==> src/rtl/vend_pkg.sv <==
// rtl/vend_pkg.sv - shared coin codes, coin FSM states and default timing constants
package vend_pkg;

  localparam logic [1:0] COIN_Q = 2'd1;
  localparam logic [1:0] COIN_D = 2'd2;
  localparam logic [1:0] COIN_N = 2'd3;

  localparam int DEF_DEBOUNCE_CYCLES = 4;
  localparam int DEF_FIFO_DEPTH      = 4;
  localparam int DEF_PULSE_GAP       = 1;

  typedef enum logic [1:0] {
    COIN_IDLE  = 2'd0,
    COIN_PULSE = 2'd1,
    COIN_GAP   = 2'd2
  } coin_state_t;

  // Returns {nickel, dime, quarter}; unknown codes map to no output.
  function automatic logic [2:0] coin_onehot(input logic [1:0] code);
    case (code)
      COIN_Q:  coin_onehot = 3'b001;
      COIN_D:  coin_onehot = 3'b010;
      COIN_N:  coin_onehot = 3'b100;
      default: coin_onehot = 3'b000;
    endcase
  endfunction

endpackage

==> src/rtl/vend_input_conditioner_if.sv <==
// rtl/vend_input_conditioner_if.sv - raw sensor inputs and conditioned pulse outputs
interface vend_input_conditioner_if #(
  parameter int FIFO_DEPTH = 4
);
  logic raw_quarter;
  logic raw_dime;
  logic raw_nickle;
  logic raw_bev1;
  logic raw_bev2;
  logic raw_bev3;
  logic raw_return;
  logic inquarter;
  logic indime;
  logic innickle;
  logic inbev1;
  logic inbev2;
  logic inbev3;
  logic RETURN;
  logic coin_overflow;
  logic [$clog2(FIFO_DEPTH):0] coin_pending;

  modport master (
    output raw_quarter, raw_dime, raw_nickle, raw_bev1, raw_bev2, raw_bev3, raw_return,
    input  inquarter, indime, innickle, inbev1, inbev2, inbev3, RETURN,
    input  coin_overflow, coin_pending
  );

  modport slave (
    input  raw_quarter, raw_dime, raw_nickle, raw_bev1, raw_bev2, raw_bev3, raw_return,
    output inquarter, indime, innickle, inbev1, inbev2, inbev3, RETURN,
    output coin_overflow, coin_pending
  );
endinterface

==> src/rtl/vend_debounce.sv <==
// rtl/vend_debounce.sv - two-flop synchroniser and counter debouncer with rising-event output
module vend_debounce
  import vend_pkg::*;
#(
  parameter int DEBOUNCE_CYCLES = DEF_DEBOUNCE_CYCLES
) (
  input  logic CLK,
  input  logic RESET,
  input  logic raw,
  output logic rise
);

  localparam int CW = $clog2(DEBOUNCE_CYCLES + 1);

  logic          sync1;
  logic          sync2;
  logic          level;
  logic [CW-1:0] cnt;

  // Level resets high so an input already asserted at reset must re-arm first.
  always_ff @(posedge CLK) begin
    if (RESET) begin
      sync1 <= 1'b0;
      sync2 <= 1'b0;
      level <= 1'b1;
      cnt   <= '0;
      rise  <= 1'b0;
    end else begin
      sync1 <= raw;
      sync2 <= sync1;
      rise  <= 1'b0;
      if (sync2 == level) begin
        cnt <= '0;
      end else if (cnt == CW'(DEBOUNCE_CYCLES - 1)) begin
        level <= sync2;
        cnt   <= '0;
        rise  <= sync2;
      end else begin
        cnt <= cnt + CW'(1);
      end
    end
  end

endmodule

==> src/rtl/vend_input_conditioner.sv <==
// rtl/vend_input_conditioner.sv - debounced coin/button front end with queued one-hot coin pulses
module vend_input_conditioner
  import vend_pkg::*;
#(
  parameter int DEBOUNCE_CYCLES = DEF_DEBOUNCE_CYCLES,
  parameter int FIFO_DEPTH      = DEF_FIFO_DEPTH,
  parameter int PULSE_GAP       = DEF_PULSE_GAP
) (
  input logic                  CLK,
  input logic                  RESET,
  vend_input_conditioner_if.slave bus
);

  localparam int AW = $clog2(FIFO_DEPTH);
  localparam int PW = AW + 1;
  localparam int GW = $clog2(PULSE_GAP + 1);

  logic [6:0] raw;
  logic [6:0] rise;

  assign raw = {bus.raw_return, bus.raw_bev3, bus.raw_bev2, bus.raw_bev1,
                bus.raw_nickle, bus.raw_dime, bus.raw_quarter};

  for (genvar i = 0; i < 7; i++) begin : g_db
    vend_debounce #(.DEBOUNCE_CYCLES(DEBOUNCE_CYCLES)) u_db (
      .CLK   (CLK),
      .RESET (RESET),
      .raw   (raw[i]),
      .rise  (rise[i])
    );
  end

  logic [1:0]    mem [FIFO_DEPTH];
  logic [AW-1:0] wr_ptr;
  logic [AW-1:0] rd_ptr;
  logic [PW-1:0] count;
  logic          overflow;
  logic [1:0]    codes [3];
  logic [1:0]    n_ev;
  logic [1:0]    n_acc;
  logic [PW-1:0] space;
  logic          drop;
  logic          pop;
  logic [1:0]    head;

  assign head = mem[rd_ptr];

  // Pack this cycle's coin events in Q, D, N order; only the first n_ev slots matter.
  always_comb begin
    codes[0] = rise[0] ? COIN_Q : (rise[1] ? COIN_D : COIN_N);
    codes[1] = (rise[0] && rise[1]) ? COIN_D : COIN_N;
    codes[2] = COIN_N;
    n_ev     = {1'b0, rise[0]} + {1'b0, rise[1]} + {1'b0, rise[2]};
    space    = PW'(FIFO_DEPTH) - count + PW'(pop);
    drop     = PW'(n_ev) > space;
    n_acc    = drop ? space[1:0] : n_ev;
  end

  always_ff @(posedge CLK) begin
    for (int i = 0; i < 3; i++) begin
      if (i < int'(n_acc)) mem[wr_ptr + AW'(i)] <= codes[i];
    end
  end

  always_ff @(posedge CLK) begin
    if (RESET) begin
      wr_ptr   <= '0;
      rd_ptr   <= '0;
      count    <= '0;
      overflow <= 1'b0;
    end else begin
      wr_ptr <= wr_ptr + AW'(n_acc);
      rd_ptr <= rd_ptr + AW'(pop);
      count  <= count + PW'(n_acc) - PW'(pop);
      if (drop) overflow <= 1'b1;
    end
  end

  coin_state_t   state;
  coin_state_t   state_n;
  logic [GW-1:0] gap_cnt;
  logic [GW-1:0] gap_n;
  logic [2:0]    coin_out;
  logic [2:0]    coin_n;

  // The last gap cycle can launch the next pulse directly, so the gap is exactly PULSE_GAP idle cycles.
  always_comb begin
    state_n = state;
    gap_n   = gap_cnt;
    pop     = 1'b0;
    coin_n  = 3'b000;
    case (state)
      COIN_IDLE: begin
        if (count != '0) begin
          pop     = 1'b1;
          coin_n  = coin_onehot(head);
          state_n = COIN_PULSE;
        end
      end
      COIN_PULSE: begin
        gap_n   = '0;
        state_n = COIN_GAP;
      end
      COIN_GAP: begin
        if (gap_cnt == GW'(PULSE_GAP - 1)) begin
          if (count != '0) begin
            pop     = 1'b1;
            coin_n  = coin_onehot(head);
            state_n = COIN_PULSE;
          end else begin
            state_n = COIN_IDLE;
          end
        end else begin
          gap_n = gap_cnt + GW'(1);
        end
      end
      default: state_n = COIN_IDLE;
    endcase
  end

  always_ff @(posedge CLK) begin
    if (RESET) begin
      state    <= COIN_IDLE;
      gap_cnt  <= '0;
      coin_out <= 3'b000;
    end else begin
      state    <= state_n;
      gap_cnt  <= gap_n;
      coin_out <= coin_n;
    end
  end

  logic [2:0] bev_stage;
  logic [2:0] bev_out;
  logic       ret_stage;
  logic       ret_out;

  // Extra stage keeps button latency equal to the FIFO write plus pop path.
  always_ff @(posedge CLK) begin
    if (RESET) begin
      bev_stage <= 3'b000;
      bev_out   <= 3'b000;
      ret_stage <= 1'b0;
      ret_out   <= 1'b0;
    end else begin
      bev_stage <= $onehot(rise[5:3]) ? rise[5:3] : 3'b000;
      bev_out   <= bev_stage;
      ret_stage <= rise[6];
      ret_out   <= ret_stage;
    end
  end

  assign bus.inquarter     = coin_out[0];
  assign bus.indime        = coin_out[1];
  assign bus.innickle      = coin_out[2];
  assign bus.inbev1        = bev_out[0];
  assign bus.inbev2        = bev_out[1];
  assign bus.inbev3        = bev_out[2];
  assign bus.RETURN        = ret_out;
  assign bus.coin_overflow = overflow;
  assign bus.coin_pending  = count;

endmodule
==> src/flat_wrapper.sv <==
// flat-port wrapper written by rule: the top's interface ports become plain ports
module vend_input_conditioner_flat import vend_pkg::*;
#(
  parameter int DEBOUNCE_CYCLES = DEF_DEBOUNCE_CYCLES,
  parameter int FIFO_DEPTH      = DEF_FIFO_DEPTH,
  parameter int PULSE_GAP       = DEF_PULSE_GAP
)
  (CLK, RESET, bus_raw_quarter, bus_raw_dime, bus_raw_nickle, bus_raw_bev1, bus_raw_bev2, bus_raw_bev3, bus_raw_return, bus_inquarter, bus_indime, bus_innickle, bus_inbev1, bus_inbev2, bus_inbev3, bus_RETURN, bus_coin_overflow, bus_coin_pending);
  vend_input_conditioner_if #(.FIFO_DEPTH(FIFO_DEPTH)) bus_i ();
  input logic CLK;
  input logic RESET;
  input wire logic [$bits(bus_i.raw_quarter)-1:0] bus_raw_quarter;
  input wire logic [$bits(bus_i.raw_dime)-1:0] bus_raw_dime;
  input wire logic [$bits(bus_i.raw_nickle)-1:0] bus_raw_nickle;
  input wire logic [$bits(bus_i.raw_bev1)-1:0] bus_raw_bev1;
  input wire logic [$bits(bus_i.raw_bev2)-1:0] bus_raw_bev2;
  input wire logic [$bits(bus_i.raw_bev3)-1:0] bus_raw_bev3;
  input wire logic [$bits(bus_i.raw_return)-1:0] bus_raw_return;
  output wire logic [$bits(bus_i.inquarter)-1:0] bus_inquarter;
  output wire logic [$bits(bus_i.indime)-1:0] bus_indime;
  output wire logic [$bits(bus_i.innickle)-1:0] bus_innickle;
  output wire logic [$bits(bus_i.inbev1)-1:0] bus_inbev1;
  output wire logic [$bits(bus_i.inbev2)-1:0] bus_inbev2;
  output wire logic [$bits(bus_i.inbev3)-1:0] bus_inbev3;
  output wire logic [$bits(bus_i.RETURN)-1:0] bus_RETURN;
  output wire logic [$bits(bus_i.coin_overflow)-1:0] bus_coin_overflow;
  output wire logic [$bits(bus_i.coin_pending)-1:0] bus_coin_pending;
  assign bus_i.raw_quarter = bus_raw_quarter;
  assign bus_i.raw_dime = bus_raw_dime;
  assign bus_i.raw_nickle = bus_raw_nickle;
  assign bus_i.raw_bev1 = bus_raw_bev1;
  assign bus_i.raw_bev2 = bus_raw_bev2;
  assign bus_i.raw_bev3 = bus_raw_bev3;
  assign bus_i.raw_return = bus_raw_return;
  assign bus_inquarter = bus_i.inquarter;
  assign bus_indime = bus_i.indime;
  assign bus_innickle = bus_i.innickle;
  assign bus_inbev1 = bus_i.inbev1;
  assign bus_inbev2 = bus_i.inbev2;
  assign bus_inbev3 = bus_i.inbev3;
  assign bus_RETURN = bus_i.RETURN;
  assign bus_coin_overflow = bus_i.coin_overflow;
  assign bus_coin_pending = bus_i.coin_pending;
  vend_input_conditioner #(.DEBOUNCE_CYCLES(DEBOUNCE_CYCLES), .FIFO_DEPTH(FIFO_DEPTH), .PULSE_GAP(PULSE_GAP)) u_core (.CLK(CLK), .RESET(RESET), .bus(bus_i));
endmodule
==> config.mk <==
export PLATFORM = sky130hd
export DESIGN_NAME = vend_input_conditioner_flat
export DESIGN_NICKNAME = d
export VERILOG_FILES = /design/src/rtl/vend_pkg.sv /design/src/rtl/vend_input_conditioner_if.sv /design/src/rtl/vend_debounce.sv /design/src/rtl/vend_input_conditioner.sv /design/src/flat_wrapper.sv
export SDC_FILE = /design/constraint.sdc
export NUM_CORES = 1
export LEC_CHECK = 0
export ABC_AREA = 1
export BUFFER_PORTS_ARGS = -buffer_cell sky130_fd_sc_hd__buf_2
export CORE_MARGIN = 8
export CORE_UTILIZATION = 57
export DETAILED_ROUTE_END_ITERATION = 10
export MAX_ROUTING_LAYER = met4
export PLACE_DENSITY = 0.74
export SYNTH_ARGS = -nofsm -noshare
export SYNTH_HDL_FRONTEND = slang
export SYNTH_SLANG_ARGS = --single-unit
==> constraint.sdc <==
create_clock -name CLK -period 5.9 [get_ports CLK]
set_input_delay 0.295 -clock CLK [delete_from_list [all_inputs] [get_ports CLK]]
set_output_delay 0.295 -clock CLK [all_outputs]
set_load 0.01 [all_outputs]
## Yosys cells after proc, flatten, opt, wreduce, memory -nomap -nowiden

Memories as Yosys holds them, arrays and structs flattened. A register that Yosys moved wholly into a read port is not among the register bits.
Index checks and enable logic that the tools add are counted.

- Output and inout bits: 11
- Memories: 1
- Logic and storage cells: 159
- Bits in writable memories: 8
- Register bits after elaboration: 71
- Input bits: 9

- Add/subtract/negate cells: 20
- $lt $le $gt $ge: 4
- Bitwise logic cells: 15
- Muxes and demuxes: 24
- Equal/unequal tests: 22
- Reductions and logical operators: 27

Memories:

| memory | depth | bits a word | read ports | clocked after memory_dff | write ports | RTL line | source |
|---|---|---|---|---|---|---|---|
| u_core.mem | 4 | 2 | 1 | 1 | 3 | vend_input_conditioner.sv:33 | `logic [1:0] mem [FIFO_DEPTH];` |

Operators by type and width:

| kind | number |
|---|---|
| 3-bit OR reduction | 14 |
| 3-bit by 1-bit adder with 3-bit output (second input constant) | 7 |
| 3-bit by 2-bit == test with 1-bit output (second input constant) | 7 |
| 2-bit AND reduction | 8 |
| 1-bit inverter | 15 |
| 1-bit two-way mux | 12 |
| 2-bit two-way mux | 5 |
| 3-bit case mux with 3 select lines | 1 |
| 1-bit == test | 7 |
| 2-bit by 1-bit adder with 2-bit output | 3 |
| 2-bit by 1-bit == test with 1-bit output (second input constant) | 3 |
| 2-bit == test (second input constant) | 3 |
| 3-bit two-way mux | 2 |
| 2-bit case mux with 3 select lines | 1 |
| 3-bit case mux with 2 select lines | 1 |
| 1-bit by 1-bit adder with 2-bit output | 2 |
| 1-bit by 2-bit < comparator with 1-bit output (first input constant) | 2 |
| 1-bit case mux with 2 select lines | 2 |
| 3-bit by 1-bit adder with 3-bit output | 1 |
| 3-bit by 2-bit adder with 3-bit output | 1 |
| 2-bit by 3-bit greater-than comparator with 1-bit output | 1 |
| 3-bit nonzero test | 1 |
| 3-bit by 1-bit subtractor with 3-bit output | 1 |
| 3-bit subtractor (first input constant) | 1 |
| other kinds (11) | 11 |

## Logic depth before layout (Yosys ltp)

- Depth in word-level cells: 10
- Depth in mapped cells: 19

## Cells and area by module

From an unflattened synthesis, not the netlist that was laid out.

- Cells, all modules: 375
- Area total of the unflattened synthesis: 3119.2 um2

By module, submodules not included:

| module | cells each | area each (um2) | instances |
|---|---|---|---|
| vend_debounce | 27 | 239.0 | 7 |
| vend_input_conditioner | 186 | 1446.4 | 1 |

## Least setup slack after synthesis

Ideal clock, no wire load.

- Kind: reg2reg
- Start: register u_core.count[2], in the netlist u_core.bus.coin_pending[2]
- End: register u_core.count[2], in the netlist u_core.bus.coin_pending[2]
- Setup time: 0.123 ns
- Stages on the path, launching flop included: 19
- Arrival time: 2.675 ns
- Buffers on the path: 0
- Clock period less this slack: 2.798 ns
- Path slack: 3.102 ns
- Data required time: 5.777 ns
- Cells stage by stage: dfxtp_1 > nor3_1 > nor2_1 > inv_1 > ha_1 > inv_1 > ha_1 > inv_1 > nand2_1 > nand2_1 > nand4_1 > nand2_2 > ha_1 > inv_1 > fa_1 > xor2_1 > inv_1 > o21ai_0 > a21oi_1

- Longest elaborated chain between the ends: 9
- Elaborated cells on any way between the ends: 10
- Classes of those cells: 4 x add/sub; 1 x order compare; 4 x mux; 1 x reduce/logical

RTL lines:

| what | RTL line | source |
|---|---|---|
| start: declaration | vend_input_conditioner.sv:36 | `logic [PW-1:0] count;` |
| start signal: assignment | vend_input_conditioner.sv:74 | `count <= count + PW'(n_acc) - PW'(pop);` |
| 3-bit nonzero test | vend_input_conditioner.sv:94, vend_input_conditioner.sv:106 |  |
| 1-bit two-way mux | vend_input_conditioner.sv:94, vend_input_conditioner.sv:106 |  |
| 1-bit two-way mux | vend_input_conditioner.sv:105 | `if (gap_cnt == GW'(PULSE_GAP - 1)) begin` |
| 1-bit case mux with 2 select lines | vend_input_conditioner.sv:92 | `case (state)` |
| 3-bit by 1-bit adder with 3-bit output | vend_input_conditioner.sv:54 | `space = PW'(FIFO_DEPTH) - count + PW'(pop);` |
| 2-bit by 3-bit greater-than comparator with 1-bit output | vend_input_conditioner.sv:55 | `drop = PW'(n_ev) > space;` |
| 2-bit two-way mux | vend_input_conditioner.sv:56 | `n_acc = drop ? space[1:0] : n_ev;` |
| 3-bit by 2-bit adder with 3-bit output | vend_input_conditioner.sv:74 |  |
| 3-bit by 1-bit subtractor with 3-bit output (*) | vend_input_conditioner.sv:74 |  |

Every way passes the cells marked *; elsewhere a longest branch is shown, timed or not.
A chain may end at the register's enable or synchronous reset.

## Worst setup path after layout

Same ends and word-level chain as after synthesis.

==> impl_metrics.toml <==
[outcome]
status = "completed"

[detailed_routing]
num_vias = 2193
drt-total-wl_um = 4986
viasPerCell = 4.646
drc_errors = 0
drt-pass1-iter-count = 4
drt-wirelength-per-cell_um = 10.56
ant_nets = 0
first_iter_violations = 57

[layout]
layout.nets = 429
drive_above_1_share_pct = 10.70
post-route-util_pct = 66.30
n_fill_cell = 439
multi_input_area_um2 = 1214
diodes = 0
seqCellArea_um2 = 1541
area_delta_synth_final_pct = 11.60

[synth]
muxShareOfSynthArea_pct = 0
synth_top_family_by_area = "simple AND/OR/NAND/NOR gates"
yosys-top-cells-count = "dfxtp_1 (77), inv_1 (75), nor2_1 (72), nand2_1 (37), nand3_1 (36)"
synthMostInstantiatedCell = "dfxtp_1"
syn_area_um2 = 3073
seq_area_frac_synth_pct = 50.16
synth_ff_type = "dfxtp_1"
async_flop_share_pct = 0
yosys_warnings = 0
yosys.area_share.simple_pct = 22.23
synth_compound_area_share_pct = 4.316
netlist_top_cells_area = "dfxtp_1 (50%), inv_1 (9.2%), nor2_1 (8.8%)"
synthAdderAreaFrac_pct = 10.10
avgSynthCellArea_um2 = 8.238
synth_cell_types = 27
syn-num-nets = 405
ys_seq_elements = 77
synthXorXnorAreaFrac_pct = 2.850
yosys.area.top_type = "dfxtp_1"
syn_inst = 373
yosysTopAreaCellShare_pct = 50.16
synth_edf_count = 0

[floorplanning]
die_h_um = 89.43
die_w_um = 89.43
ios = 20
die_area_um2 = 7997
core-area_um2 = 5172
start_util_pct = 59.41
rows = 26

[setup_path]
end_kind = "register"
crit_start = "u_core.bus.coin_pending[2]"
crit_top_cell = "inv_1"
cp_cell_sequence = "nor3_1 -> nor2_1 -> inv_1 -> ha_1 -> inv_1 -> ha_1 -> inv_1 -> nand2_1 -> nand2_1 -> nand4_1 -> nand2_2 -> ha_1 -> inv_1 -> fa_1 -> xor2_1 -> inv_1 -> o21ai_0 -> a21oi_1"
crit_required_ns = 6.13
slowest_delay_ns = 0.43
criticalPathCategory = "register to register"
rr_startpoint = "u_core.bus.coin_pending[2]"
cp_max_fo = 6
rr_worst_depth = 18
cp-start-kind = "register"
worstPathArrival_ns = 3.23
slowest_stage = "dfxtp_1"

[timing]
fin_crit_sh_pct = 50.85
setup_viol = 0
rsz0062_at_grt = "false"
hold_viol = 0
relSlewSlack_pct = 55.12
fin_skew_ns = 0.008586
maxSlewViolCount = 0
setup_ws_ns = 2.900
min_period_ns = 3.000
tightest_slew_ns = 0.6732
fmax_mhz = 333.3
fin_tns_setup_ns = 0

[flow_run]
maxCapViolations = 0

[clock_network]
clockBufferDepth = 2
cts-buffers-inserted = 9
cts_tree = "built"
numClockSinks = 77
ctsHoldBuffers = 0
clock_latency_ns = 0.34
clk_pin_slew_ns = 0.08
clock-root-buffer = "clkbuf_8"
postCtsSetupBuffers = 0
htreeDepth = 3
cts_resized = 0

[worst_hold_path]
whs_path_depth = 3
hold_class = "input port to register"
worstHoldStart = "bus_raw_dime"

[placed_design]
io_buffers = 19
dp_slack_ns = 2.912
dp_hpwl_um = 3592
gp_congestion = 0.8016

[grt]
grt_max_degree = 37
grt_antenna_before_repair = 0
grt_pass1_vias = 1957
grt_pass1_wl_um = 8259
overflow = 0
grt_util_all_layers_pct = 14.20

[power]
vdd_drop_max_uv = 227.6
power_density_nw_per_um2 = 395.5
total_power_mw = 1.356
leakage_nw = 1.584
kinds of logic (layout without fill, tap and decap cells):
kind of cell               count (synthesis)  after routing
buffers and inverters                     82            111
adders and majority gates                 23             23
and+or+nand+nor                          159            159
AOI/OAI and AO/OA                         22             22
DFF                                       77             77
xor gates and xnor gates                  10             10
cell type report:
class | instances | share of cell area [%]
clock inverters | 6 | 2.007
clock buffers | 10 | 4.013
repair buffers | 19 | 2.773
flip-flops and latches | 77 | 44.95
inverters | 76 | 8.318
multi-input cells | 214 | 35.39
well taps | 70 | 2.554
report_power, final:
group	switching (mW)	internal [mW]
clock	0.190	0.210
combinational	0.206	0.123
sequential	0.0403	0.587
total	0.437	0.919
stage by stage:
step | hold WS (ns) | std cells | instance area, um2
finish | 0.1497 | 472 | 3430
global route | 0.1382 | 472 | 3430
CTS | 0.1353 | 472 | 3430
detailed placement | 0.3951 | 456 | 3223
global placement | 0.3889 | 456 | 3223
floorplan | 0.3883 | 373 | 3073
sequential cells by signal, indices dropped and copies added, names as in the netlist:
| signal | flops |
|---|---|
| u_core.bev_out | 3 |
| u_core.bev_stage | 3 |
| u_core.bus.RETURN | 1 |
| u_core.bus.coin_overflow | 1 |
| u_core.bus.coin_pending | 3 |
| u_core.coin_out | 3 |
| u_core.g_db.u_db.cnt | 21 |
| u_core.g_db.u_db.level | 7 |
| u_core.g_db.u_db.rise | 7 |
| u_core.g_db.u_db.sync1 | 7 |
| u_core.g_db.u_db.sync2 | 7 |
| u_core.mem | 8 |
| u_core.rd_ptr | 2 |
| u_core.ret_stage | 1 |
| u_core.state | 1 |
| u_core.wr_ptr | 2 |
path summary, 6_finish.rpt:
path                                      to  slack [ns]
setup reg to reg  u_core.bus.coin_pending[2]        2.90
hold / removal     u_core.g_db[1].u_db.sync1        0.15
hold reg to reg    u_core.g_db[6].u_db.sync2        0.40
setup / recovery  u_core.bus.coin_pending[2]        2.90
placed cells by master (no fill, tap or decap), types with 2 or more instances in the layout:
cell type,count
buf_2,19
nand3_1,36
o21ai_0,12
fa_1,3
nand4_1,3
a21oi_1,5
nand2_1,37
inv_6,2
ha_1,20
nand2_2,5
inv_1,75
dfxtp_1,77
clkbuf_8,10
nor2_1,72
nand3b_1,2
xor2_1,9
worst max-delay path: cells and delay by family, from the launching register on:
kind	cells	cell delay (ns)
buf+inv	5	0.39
simple gates	6	0.75
flops	1	0.43
compound gates	2	0.22
xor+xnor	1	0.14
fa+ha+maj	4	0.96
metal layers:
metal,wire (um),track usage (%)
met3,182,4.688
met2,2507,24.71
met1,2211,14.00
met5,0,-
met4,85,6.798
Note: power is estimated with default switching activity, not from simulation.
